<file path="config.mk">
export PLATFORM = sky130hd
export DESIGN_NAME = ultrasonic_detect_flat
export DESIGN_NICKNAME = d
export VERILOG_FILES = /design/src/rtl/ultrasonic_detect_if.sv /design/src/rtl/ultrasonic_detect.sv /design/src/flat_wrapper.sv
export SDC_FILE = /design/constraint.sdc
export NUM_CORES = 1
export LEC_CHECK = 0
export ABC_AREA = 1
export CORE_MARGIN = 2
export CORE_UTILIZATION = 35
export DETAILED_ROUTE_END_ITERATION = 10
export SLEW_MARGIN = 20
export SYNTH_ARGS = -nofsm -noshare
export SYNTH_HDL_FRONTEND = slang
export SYNTH_SLANG_ARGS = --single-unit
</file>
<file path="constraint.sdc">
create_clock -name clk -period 4.7 [get_ports clk]
set_input_delay 0.94 -clock clk [delete_from_list [all_inputs] [get_ports clk]]
set_output_delay 0.94 -clock clk [all_outputs]
set_load 0.02 [all_outputs]
</file>
<file path="src/rtl/ultrasonic_detect_if.sv">
// Signal bundle between the ultrasonic ranger front-end and its controller.
// The slave modport is the detector; the master modport drives enable and echo.
interface ultrasonic_detect_if #(
    parameter int CW = 22
) ();
    logic          enable;
    logic          echo;
    logic          trig;
    logic          detect;
    logic [CW-1:0] echo_width;
    logic          width_valid;
    logic          timeout;
    logic          busy;

    modport master (
        output enable, echo,
        input  trig, detect, echo_width, width_valid, timeout, busy
    );

    modport slave (
        input  enable, echo,
        output trig, detect, echo_width, width_valid, timeout, busy
    );
endinterface

</file>
<file path="src/rtl/ultrasonic_detect.sv">
// Periodic HC-SR04 style ranger: fires trig, times the echo pulse and emits a
// one-cycle detect pulse when the echo is shorter than the distance threshold.
module ultrasonic_detect #(
    parameter int TRIG_CYCLES   = 500,
    parameter int PERIOD_CYCLES = 3000000,
    parameter int ECHO_TIMEOUT  = 1900000,
    parameter int THRESH_CYCLES = 145000,
    parameter int CW            = 22
) (
    input  logic               clk,
    input  logic               reset,
    ultrasonic_detect_if.slave bus
);

    localparam logic [CW-1:0] TRIG_LAST = CW'(TRIG_CYCLES - 1);
    localparam logic [CW-1:0] PER_LAST  = CW'(PERIOD_CYCLES - 1);
    localparam logic [CW-1:0] TMO       = CW'(ECHO_TIMEOUT);
    localparam logic [CW-1:0] TMO_LAST  = CW'(ECHO_TIMEOUT - 1);
    localparam logic [CW-1:0] THRESH    = CW'(THRESH_CYCLES);

    typedef enum logic [2:0] {
        S_IDLE,
        S_TRIG,
        S_WAIT_RISE,
        S_MEASURE,
        S_HOLDOFF
    } state_t;

    state_t        state_q, state_d;
    logic [CW-1:0] pcnt_q, pcnt_d;
    logic [CW-1:0] wcnt_q, wcnt_d;
    logic [CW-1:0] echo_width_q, echo_width_d;
    logic          echo_meta_q, echo_meta_d;
    logic          echo_s_q, echo_s_d;
    logic          echo_dly_q, echo_dly_d;
    logic          detect_q, detect_d;
    logic          width_valid_q, width_valid_d;
    logic          timeout_q, timeout_d;
    logic          echo_rise;
    logic          echo_fall;

    assign echo_rise = echo_s_q & ~echo_dly_q;
    assign echo_fall = ~echo_s_q & echo_dly_q;

    always_ff @(posedge clk or posedge reset) begin
        if (reset) begin
            state_q       <= S_IDLE;
            pcnt_q        <= '0;
            wcnt_q        <= '0;
            echo_width_q  <= '0;
            echo_meta_q   <= 1'b0;
            echo_s_q      <= 1'b0;
            echo_dly_q    <= 1'b0;
            detect_q      <= 1'b0;
            width_valid_q <= 1'b0;
            timeout_q     <= 1'b0;
        end else begin
            state_q       <= state_d;
            pcnt_q        <= pcnt_d;
            wcnt_q        <= wcnt_d;
            echo_width_q  <= echo_width_d;
            echo_meta_q   <= echo_meta_d;
            echo_s_q      <= echo_s_d;
            echo_dly_q    <= echo_dly_d;
            detect_q      <= detect_d;
            width_valid_q <= width_valid_d;
            timeout_q     <= timeout_d;
        end
    end

    always_comb begin
        state_d       = state_q;
        pcnt_d        = (pcnt_q == PER_LAST) ? pcnt_q : pcnt_q + 1'b1;
        wcnt_d        = wcnt_q;
        echo_width_d  = echo_width_q;
        echo_meta_d   = bus.echo;
        echo_s_d      = echo_meta_q;
        echo_dly_d    = echo_s_q;
        detect_d      = 1'b0;
        width_valid_d = 1'b0;
        timeout_d     = 1'b0;

        case (state_q)
            S_IDLE: begin
                if (bus.enable) begin
                    state_d = S_TRIG;
                    pcnt_d  = '0;
                    wcnt_d  = '0;
                end
            end
            S_TRIG: begin
                if (wcnt_q == TRIG_LAST) begin
                    state_d = S_WAIT_RISE;
                    wcnt_d  = '0;
                end else begin
                    wcnt_d = wcnt_q + 1'b1;
                end
            end
            S_WAIT_RISE: begin
                // Only a low-to-high transition starts a measurement; a level left high from before is ignored.
                if (echo_rise) begin
                    state_d = S_MEASURE;
                    wcnt_d  = CW'(1);
                end else if (wcnt_q == TMO_LAST) begin
                    state_d   = S_HOLDOFF;
                    timeout_d = 1'b1;
                end else begin
                    wcnt_d = wcnt_q + 1'b1;
                end
            end
            S_MEASURE: begin
                if (echo_fall) begin
                    state_d       = S_HOLDOFF;
                    echo_width_d  = wcnt_q;
                    width_valid_d = 1'b1;
                    detect_d      = (wcnt_q < THRESH);
                end else if (wcnt_q == TMO) begin
                    state_d       = S_HOLDOFF;
                    echo_width_d  = TMO;
                    width_valid_d = 1'b1;
                    timeout_d     = 1'b1;
                end else begin
                    wcnt_d = wcnt_q + 1'b1;
                end
            end
            S_HOLDOFF: begin
                // A stuck-high echo holds off the next trigger until the sensor releases it.
                if ((pcnt_q == PER_LAST) && !echo_s_q) begin
                    if (bus.enable) begin
                        state_d = S_TRIG;
                        pcnt_d  = '0;
                        wcnt_d  = '0;
                    end else begin
                        state_d = S_IDLE;
                    end
                end
            end
            default: begin
                state_d = S_IDLE;
            end
        endcase
    end

    assign bus.trig        = (state_q == S_TRIG);
    assign bus.busy        = (state_q != S_IDLE);
    assign bus.detect      = detect_q;
    assign bus.echo_width  = echo_width_q;
    assign bus.width_valid = width_valid_q;
    assign bus.timeout     = timeout_q;

endmodule
</file>
<file path="src/flat_wrapper.sv">
// flat-port wrapper written by rule: the top's interface ports become plain ports
module ultrasonic_detect_flat 
#(
    parameter int TRIG_CYCLES   = 500,
    parameter int PERIOD_CYCLES = 3000000,
    parameter int ECHO_TIMEOUT  = 1900000,
    parameter int THRESH_CYCLES = 145000,
    parameter int CW            = 22
)
  (clk, reset, bus_enable, bus_echo, bus_trig, bus_detect, bus_echo_width, bus_width_valid, bus_timeout, bus_busy);
  ultrasonic_detect_if #(.CW(CW)) bus_i ();
  input  logic clk;
  input  logic reset;
  input wire logic [$bits(bus_i.enable)-1:0] bus_enable;
  input wire logic [$bits(bus_i.echo)-1:0] bus_echo;
  output wire logic [$bits(bus_i.trig)-1:0] bus_trig;
  output wire logic [$bits(bus_i.detect)-1:0] bus_detect;
  output wire logic [$bits(bus_i.echo_width)-1:0] bus_echo_width;
  output wire logic [$bits(bus_i.width_valid)-1:0] bus_width_valid;
  output wire logic [$bits(bus_i.timeout)-1:0] bus_timeout;
  output wire logic [$bits(bus_i.busy)-1:0] bus_busy;
  assign bus_i.enable = bus_enable;
  assign bus_i.echo = bus_echo;
  assign bus_trig = bus_i.trig;
  assign bus_detect = bus_i.detect;
  assign bus_echo_width = bus_i.echo_width;
  assign bus_width_valid = bus_i.width_valid;
  assign bus_timeout = bus_i.timeout;
  assign bus_busy = bus_i.busy;
  ultrasonic_detect #(.TRIG_CYCLES(TRIG_CYCLES), .PERIOD_CYCLES(PERIOD_CYCLES), .ECHO_TIMEOUT(ECHO_TIMEOUT), .THRESH_CYCLES(THRESH_CYCLES), .CW(CW)) u_core (.clk(clk), .reset(reset), .bus(bus_i));
endmodule
</file>
==> results of run 1 <==
[worst max-delay path by stage]
| stage | from | end |
|---|---|---|
| floorplan | reset | u_core.bus.detect$_DFF_PP0_ |
| CTS | u_core.state_q[0]$_DFFE_PP0P_ | bus_trig |
| global route | u_core.state_q[0]$_DFFE_PP0P_ | bus_trig |
| global placement | u_core.state_q[0]$_DFFE_PP0P_ | bus_trig |
| finish | u_core.state_q[0]$_DFFE_PP0P_ | bus_trig |
| detailed placement | u_core.state_q[0]$_DFFE_PP0P_ | bus_trig |
[cell usage in the layout (no fill, tap or decap), types with 2 or more instances in the layout]
master,instances
nor3_1,16
clkbuf_16,9
clkbuf_8,2
nor2_1,95
inv_2,3
nor2_4,3
a21oi_1,21
buf_4,3
o21ai_0,17
nand2_2,3
o2111ai_1,2
clkbuf_1,2
o211ai_1,11
nor4_1,3
ha_1,3
nand2_1,188
nor2_2,3
nand4_1,24
xor2_1,19
nor3_2,2
xnor2_1,3
and2_1,2
nand3_1,72
nand2_4,2
inv_1,61
dfrtp_1,75
clkdlybuf4s50_1,30
[power groups by stage]
stage	clock, mW	sequential, mW	combinational, mW
after global routing	0.756	0.870	0.899
after detailed placement	0	0.862	0.824
after global placement	0	0.860	0.812
after CTS	0.730	0.854	0.825
after floorplan	0	0.901	0.538
final	0.712	0.854	0.822
[cell families after synthesis]
group | after synthesis
DFF | 75
AOI/OAI and AO/OA | 57
xor gates and xnor gates | 22
buffers and inverters | 83
adders and majority gates | 3
and+or+nand+nor | 415
[metal layers]
metal	vias up	wire (um)	GRT usage
li1	2182	-	-
met1	2087	5464	0.2148
met2	116	5965	0.3035
met3	35	512	0.03784
met4	0	511	0.1012
met5	-	0	0
[area by class of cell]
class                   instances  share of cell area
clock buffers                  13             0.04845
clock inverters                 3            0.008619
inverters                      65             0.04566
multi-input cells             497              0.4468
flip-flops and latches         75              0.3494
well taps                     176             0.04100
repair buffers                 33             0.06010
[state kept, by name, summed over array words and instances, names as in the netlist]
name	flops
u_core.bus.echo_width	22
u_core.bus.detect	1
u_core.echo_dly_q	1
u_core.bus.width_valid	1
u_core.echo_dly_d	1
u_core.echo_meta_q	1
u_core.state_q	3
u_core.wcnt_q	22
u_core.pcnt_q	22
u_core.bus.timeout	1
==> results.py, run 1 <==
metrics = {
    "run_status": {
        "status": "finished, final reports clean",
    },
    "route": {
        "post_drt_wl_per_cell_um": 14.45,
        "ant_nets": 0,
        "routed_wl_um": 12450,
        "drc": 0,
        "vias": 4420,
        "drt_first_iter_violations": 361,
        "vias_per_cell": 5.128,
        "drt_first_pass_iters": 7,
    },
    "power": {
        "p_total_mw": 2.388,
        "power_frac_seq": 0.358,
        "p_leak_nw": 2.435,
        "power_frac_comb": 0.344,
        "pwr-share-clk": 0.298,
        "peakVddDrop_v": 0.0002293,
        "power.switching_mw": 0.9185,
        "p_int_mw": 1.469,
        "switching_share": 0.3847,
        "powerDensity_mw_per_mm2": 444.5,
    },
    "finish": {
        "seqCellArea_mm2": 0.001877,
        "stdcell_area_mm2": 0.005371,
        "final_util": 0.4105,
        "final_layout_size_suffix_gt1_frac": 0.05539,
        "diodes": 0,
        "area_growth_pct": 15.93,
        "nFillCells": 1345,
        "final_cells": 862,
        "multiInputGateArea_mm2": 0.002400,
        "nNetsFinal": 688,
    },
    "sta": {
        "min_period_over_period": 0.6876,
        "whs_ns": 0.3565,
        "tightest_slew_ns": 0.8708,
        "tns_ns": 0,
        "setup_viol": 0,
        "rsz0062_at_grt": "no",
        "fin_ws_ns": 1.468,
        "slew_violations": 0,
        "max_freq_mhz": 309.4,
        "hold_viol_final": 0,
        "slew_headroom": 0.4173,
        "finalCriticalPeriod_ns": 3.232,
        "fin_worst_skew_ns": 0.009668,
    },
    "global_route": {
        "grt_pass1_vias": 4256,
        "antenna_found_initial": 0,
        "grt_max_degree": 51,
        "grt_usage": 0.1807,
        "grt_pass1_wl_um": 20410,
        "overflow": 0,
    },
    "yosys": {
        "synth-seq-area-share": 0.4051,
        "synthCells": 655,
        "synth_compound_area_frac": 0.07399,
        "synth-edff-count": 0,
        "synth_fa_ha_area_frac": 0.008102,
        "synth_simple_gate_area_frac": 0.3932,
        "synthMostInstantiatedCell": "nand2_1",
        "yosysTopAreaCell": "dfrtp_1",
        "synth_xor_area_frac": 0.04159,
        "yosys_most_used_dff": "dfrtp_1",
        "async_reset_ff_frac": 1.000,
        "synth_cell_types": 35,
        "synth_top_cells_by_count": "188 x nand2_1, 95 x nor2_1, 75 x dfrtp_1, 72 x nand3_1, 62 x inv_1",
        "syn-mean-instance-area_um2": 7.074,
        "synth_top_family_by_area": "simple AND/OR/NAND/NOR gates",
        "yosysWarningCount": 0,
        "ys_ff_latch": 75,
        "netlist_area_mm2": 0.004633,
        "synth_top_area_frac": 0.4051,
        "yosys-top-cells-area": "dfrtp_1 41%, nand2_1 15%, nand3_1 7.8%",
        "synth_mux_area_frac": 0,
        "synth_nets": 662,
    },
    "floorplan": {
        "start_util": 0.3541,
        "die_area_mm2": 0.01417,
        "coreArea_mm2": 0.01309,
        "die_width_um": 119.1,
        "ios": 31,
        "die_h_um": 119.1,
        "fp-row-count": 42,
    },
    "setup_path": {
        "cp_top_family": "buffers and inverters",
        "worstPathRequired_ns": 3.76,
        "rrSetupSlack_ns": 2.01,
        "reg2reg_from": "u_core.state_q[1]$_DFFE_PP0P_",
        "crit_type": "reg -> out",
        "worstPathCellList": "inv_1 -> nor3_2 -> buf_4 -> clkdlybuf4s50_1",
        "critPathBufInv": 3,
        "cp.depth": 4,
        "cp_slowest_cell": "dfrtp_1",
        "cp.arrival_ns": 2.29,
        "critPathMaxFanout": 24,
        "r2r_cells": 9,
        "endpoint_kind": "primary output",
        "worst_path_largest_cell_delay_ns": 0.68,
        "start_kind": "register",
        "r2r_end": "u_core.wcnt_q[17]$_DFFE_PP0P_",
    },
    "hold_path": {
        "min_to": "u_core.echo_dly_d$_DFF_PP0_",
        "worstHoldStart": "u_core.echo_meta_q$_DFF_PP0_",
        "min_path_cells": 0,
        "hold_path.class": "reg -> reg",
    },
    "clock_tree": {
        "post-cts-setup-buffers": 0,
        "numCtsBuffers": 9,
        "clockBufferDepth": 2,
        "cts-root-buf": "clkbuf_16",
        "h-tree-depth": 3,
        "postCtsHoldBufs": 0,
        "clk_latency_ns": 0.35,
        "clkTransAtPathRegs_ns": 0.06,
        "cts_resized": 0,
        "cts_sinks": 75,
        "cts_tree": "yes",
    },
    "placed_design": {
        "placed_area_mm2": 0.005065,
        "globalplace.congestion": 0.9209,
        "dp.cells": 846,
        "place_hpwl_um": 8925,
        "post-place-ws_ns": 1.854,
        "portBuffers": 30,
    },
    "job": {
        "cap_violations": 0,
    },
}
No activity file was read; power rests on OpenSTA's default activity.
==> inputs of run 2 (changes only) <==
clock period = 3.2 ns   (was 4.7 ns; I/O delays follow)
==> run 2 against run 1 <==
Clock-buffer cell count shrank 1. Clock power rose by 59%. Total power rose by 52%. Critical path depth decreased by 1. Wire length grew 3.0%. Highest routed layer unchanged.
==> results.py, run 2 (same netlist as run 1, synthesis figures left out) <==
metrics = {
    "sta": {
        "tightest_slew_ns": 0.7564,
        "finalCriticalPeriod_ns": 2.586,
        "rsz0062_at_grt": "no",
        "tns_ns": 0,
        "fin_worst_skew_ns": 0.006718,
        "max_freq_mhz": 386.7,
        "hold_viol_final": 0,
        "slew_headroom": 0.4952,
        "setup_viol": 0,
        "slew_violations": 0,
        "min_period_over_period": 0.8080,
        "fin_ws_ns": 0.6143,
    },
    "placed_design": {
        "post-place-ws_ns": 0.8544,
        "place_hpwl_um": 9356,
        "portBuffers": 30,
        "placed_area_mm2": 0.005100,
        "dp.cells": 849,
        "globalplace.congestion": 0.9471,
    },
    "finish": {
        "final_common_cell": "nand2_1",
        "nFillCells": 1359,
        "final_layout_size_suffix_gt1_frac": 0.06096,
        "nNetsFinal": 691,
        "area_growth_pct": 17.18,
        "stdcell_area_mm2": 0.005429,
        "final_cell_mix": "188 x nand2_1, 95 x nor2_1, 75 x dfrtp_1",
        "final_cells": 865,
        "diodes": 0,
    },
    "global_route": {
        "met2_usage": 0.3326,
        "grt_pass1_vias": 4369,
        "use_met1": 0.2295,
        "grt_pass1_wl_um": 21610,
        "grt.busiest_layer": "met2",
        "grt_usage": 0.1928,
        "antenna_found_initial": 0,
        "grt_max_degree": 76,
        "grt_use_met3": 0.04789,
        "overflow": 0,
    },
    "setup_path": {
        "cp.arrival_ns": 1.95,
        "start_kind": "register",
        "worstPathRequired_ns": 2.56,
        "endpoint_kind": "primary output",
        "crit_type": "reg -> out",
        "critPathMaxFanout": 7,
    },
    "route": {
        "ant_nets": 0,
        "routed_wl_um": 12830,
        "drt_first_pass_iters": 5,
        "drt_first_iter_violations": 346,
        "post_drt_wl_per_cell_um": 14.83,
        "vias": 4455,
        "drc": 0,
        "vias_per_cell": 5.150,
    },
    "power": {
        "p_leak_nw": 2.468,
        "switching_share": 0.3787,
        "p_int_mw": 2.257,
        "peakVddDrop_v": 0.0004108,
        "p_total_mw": 3.632,
        "power.switching_mw": 1.375,
        "power_frac_comb": 0.349,
        "powerDensity_mw_per_mm2": 669.0,
        "power_frac_seq": 0.341,
        "pwr-share-clk": 0.311,
    },
    "job": {
        "cap_violations": 0,
    },
    "run_status": {
        "status": "finished, final reports clean",
    },
    "clock_tree": {
        "clkTransAtPathRegs_ns": 0.06,
        "post-cts-setup-buffers": 0,
        "cts-root-buf": "clkbuf_16",
        "h-tree-depth": 3,
        "cts_resized": 0,
        "clk_latency_ns": 0.35,
        "postCtsHoldBufs": 0,
        "cts_tree": "yes",
        "clockBufferDepth": 2,
        "numCtsBuffers": 9,
        "cts_sinks": 75,
    },
    "floorplan": {
        "coreArea_mm2": 0.01309,
        "die_width_um": 119.1,
        "fp-row-count": 42,
        "start_util": 0.3541,
        "ios": 31,
        "die_area_mm2": 0.01417,
        "die_h_um": 119.1,
    },
    "hold_path": {
        "hold_path.class": "reg -> reg",
    },
}
-- run 2: final cells by class --
type / count / area, um^2 / area share
tap: 176 / 220.2 / 0.04056
multi-input combinational: 497 / 2400 / 0.4420
timing repair buffer: 36 / 357.8 / 0.06591
sequential: 75 / 1877 / 0.3457
clock inverter: 4 / 72.57 / 0.01337
clock buffer: 12 / 256.5 / 0.04725
inverter: 65 / 245.2 / 0.04517
-- run 2: path summary, 6_finish.rpt --
path,from,endpoint,slack (ns),cells past startpoint
setup / recovery,u_core.state_q[0]$_DFFE_PP0P_,bus_trig,0.61,3
hold / removal,u_core.echo_meta_q$_DFF_PP0_,u_core.echo_dly_d$_DFF_PP0_,0.35,0
setup reg to reg,u_core.pcnt_q[1]$_DFF_PP0_,u_core.pcnt_q[19]$_DFF_PP0_,0.89,11
hold reg to reg,u_core.echo_meta_q$_DFF_PP0_,u_core.echo_dly_d$_DFF_PP0_,0.35,0
max in group asynchronous,reset,u_core.wcnt_q[0]$_DFFE_PP0P_,2.19,3
min in group asynchronous,reset,u_core.pcnt_q[4]$_DFF_PP0_,0.69,3
-- run 2: through the flow --
step	hold WS [ns]	utilization
final	0.3487	0.4149
after global routing	0.3770	0.4149
after CTS	0.3532	0.4149
after floorplan	0.3312	-
after global placement	0.3399	0.3897
after detailed placement	0.3404	0.3897
-- run 2: critical path, stage by stage (launching register included) --
cell	delay (ns)
dfrtp_1	0.50
inv_1	0.11
nor3_2	0.30
clkdlybuf4s50_1	0.70
-- run 2: routing by layer --
| layer | vias up | share of wire |
|---|---|---|
| li1 | 2191 | - |
| met1 | 2129 | 0.43 |
| met2 | 107 | 0.50 |
| met3 | 28 | 0.040 |
| met4 | 0 | 0.029 |
| met5 | - | 0 |
-- run 2: power by group through the flow --
stage,Combinational (mW),Clock (mW),Sequential (mW)
after floorplan,0.791,0,1.32
after global placement,1.26,0,1.25
after detailed placement,1.27,0,1.25
after CTS,1.28,1.15,1.24
after global routing,1.39,1.19,1.26
final,1.27,1.13,1.24
==> inputs of run 3 (changes only) <==
clock period = 2.5 ns   (was 3.2 ns; I/O delays follow)
==> run 3 against run 2 <==
Register-to-register slack got worse by 0.41 ns. Critical path depth decreased by 1. Core utilization increased by 0.26 points. Final area increased by 0.62%. Via count increased by 0.90%. Clock skew increased by 0.0012 ns. Critical endpoint unchanged. Highest routed layer unchanged. Final cell count increased by 0.81%.
==> results.py, run 3 (same netlist as run 1, synthesis figures left out) <==
metrics = {
    "sta": {
        "tns_ns": 0,
        "hold_viol_final": 0,
        "fin_worst_skew_ns": 0.007960,
        "min_period_over_period": 0.9295,
        "rsz0062_at_grt": "no",
        "finalCriticalPeriod_ns": 2.324,
        "whs_ns": 0.3509,
        "max_freq_mhz": 430.3,
        "slew_violations": 0,
        "tightest_slew_ns": 0.7576,
        "slew_headroom": 0.4944,
        "setup_viol": 0,
        "fin_ws_ns": 0.1761,
    },
    "setup_path": {
        "start_kind": "register",
        "r2r_cells": 12,
        "cp.depth": 2,
        "crit_type": "reg -> out",
        "critPathBufInv": 1,
        "worst_path_largest_cell_delay_ns": 0.69,
        "r2r_end": "u_core.wcnt_q[20]$_DFFE_PP0P_",
        "endpoint_kind": "primary output",
        "crit_start": "u_core.state_q[1]$_DFFE_PP0P_",
        "crit_end": "bus_trig",
        "critPathMaxFanout": 4,
        "rrSetupSlack_ns": 0.48,
        "cp_slowest_cell": "clkdlybuf4s50_1",
        "worstPathCellList": "nor3_2 -> clkdlybuf4s50_1",
        "worstPathRequired_ns": 2.00,
        "reg2reg_from": "u_core.wcnt_q[0]$_DFFE_PP0P_",
        "cp.arrival_ns": 1.82,
        "cp_top_family": "buffers and inverters",
    },
    "global_route": {
        "grt_max_degree": 35,
        "grt_pass1_wl_um": 21360,
        "grt_usage": 0.1867,
        "overflow": 0,
        "antenna_found_initial": 0,
        "grt_pass1_vias": 4397,
    },
    "clock_tree": {
        "clkTransAtPathRegs_ns": 0.06,
        "cts-root-buf": "clkbuf_16",
        "postCtsHoldBufs": 0,
        "clk_latency_ns": 0.34,
        "cts_resized": 0,
        "post-cts-setup-buffers": 0,
        "h-tree-depth": 3,
        "clockBufferDepth": 2,
        "cts_sinks": 75,
        "cts_tree": "yes",
        "numCtsBuffers": 9,
    },
    "floorplan": {
        "die_h_um": 119.1,
        "coreArea_mm2": 0.01309,
        "ios": 31,
        "die_width_um": 119.1,
        "fp-row-count": 42,
        "die_area_mm2": 0.01417,
        "start_util": 0.3541,
    },
    "power": {
        "peakVddDrop_v": 0.0005433,
        "p_leak_nw": 2.494,
        "powerDensity_mw_per_mm2": 832.3,
        "p_total_mw": 4.547,
    },
    "hold_path": {
        "hold_path.class": "reg -> reg",
    },
    "finish": {
        "nNetsFinal": 699,
        "final_util": 0.4175,
        "final_common_cell": "nand2_1",
        "diodes": 0,
        "final_cell_mix": "188 x nand2_1, 95 x nor2_1, 75 x dfrtp_1",
        "area_growth_pct": 17.90,
        "final_layout_size_suffix_gt1_frac": 0.07184,
    },
    "placed_design": {
        "post-place-ws_ns": 0.4222,
        "globalplace.congestion": 0.9421,
        "place_hpwl_um": 9127,
        "portBuffers": 30,
    },
    "route": {
        "vias_per_cell": 5.155,
        "drc": 0,
        "post_drt_wl_per_cell_um": 14.25,
        "drt_first_pass_iters": 5,
        "routed_wl_um": 12430,
        "drt_first_iter_violations": 345,
        "ant_nets": 0,
        "vias": 4495,
    },
    "job": {
        "cap_violations": 0,
    },
    "run_status": {
        "status": "finished, final reports clean",
    },
}
## run 3: cell count changes in the layout (fill, tap and decap cells not counted)
cell / previous run / this run
buf_4: 5 / 13
bufinv_16: 2 / 1
clkbuf_1: 1 / 0
clkinvlp_4: 1 / 2
## run 3: report_power, final
| part | switching [mW] | internal [mW] | total, mW |
|---|---|---|---|
| combinational | 1.07 | 0.575 | 1.65 |
| clock | 0.510 | 0.820 | 1.33 |
| sequential | 0.159 | 1.41 | 1.57 |
## run 3: final cells by class
cell class,count,area (um^2)
Clock inverter,4,50.05
Timing Repair Buffer,44,417.9
Clock buffer,11,252.7
Multi-Input combinational cell,497,2400
Sequential cell,75,1877
Tap cell,176,220.2
Inverter,65,245.2
Fill cell,1345,7622
## run 3: worst min path at each step
| stage | startpoint | end | slack [ns] | cells after the start |
|---|---|---|---|---|
| 5_1_grt | u_core.echo_meta_q$_DFF_PP0_ | u_core.echo_dly_d$_DFF_PP0_ | 0.37 | 0 |
| 6_report | u_core.echo_meta_q$_DFF_PP0_ | u_core.echo_dly_d$_DFF_PP0_ | 0.35 | 0 |
| 3_5_place_dp | u_core.echo_meta_q$_DFF_PP0_ | u_core.echo_dly_d$_DFF_PP0_ | 0.34 | 0 |
| 4_1_cts | u_core.echo_meta_q$_DFF_PP0_ | u_core.echo_dly_d$_DFF_PP0_ | 0.36 | 0 |
| 2_1_floorplan | u_core.echo_meta_q$_DFF_PP0_ | u_core.echo_dly_d$_DFF_PP0_ | 0.33 | 0 |
| 3_3_place_gp | u_core.echo_meta_q$_DFF_PP0_ | u_core.echo_dly_d$_DFF_PP0_ | 0.34 | 0 |
## run 3: per-layer routing
layer / GRT usage / part of all wire
met4: 0.06250 / 0.023
met2: 0.3121 / 0.48
met3: 0.04358 / 0.044
met5: 0 / 0
met1: 0.2375 / 0.45
## run 3: worst reg2reg max path, delay by kind of cell (launching register included)
family	cells	cell delay, ns
and+or+nand+nor	9	0.86
DFF	1	0.46
buffers and inverters	2	0.39
adders and majority gates	1	0.20
## run 3: metrics by stage
stage	area, um^2	cells
2_1_floorplan	4633	655
3_3_place_gp	5160	857
3_5_place_dp	5160	857
4_1_cts	5463	872
5_1_grt	5463	872
6_report	5463	872
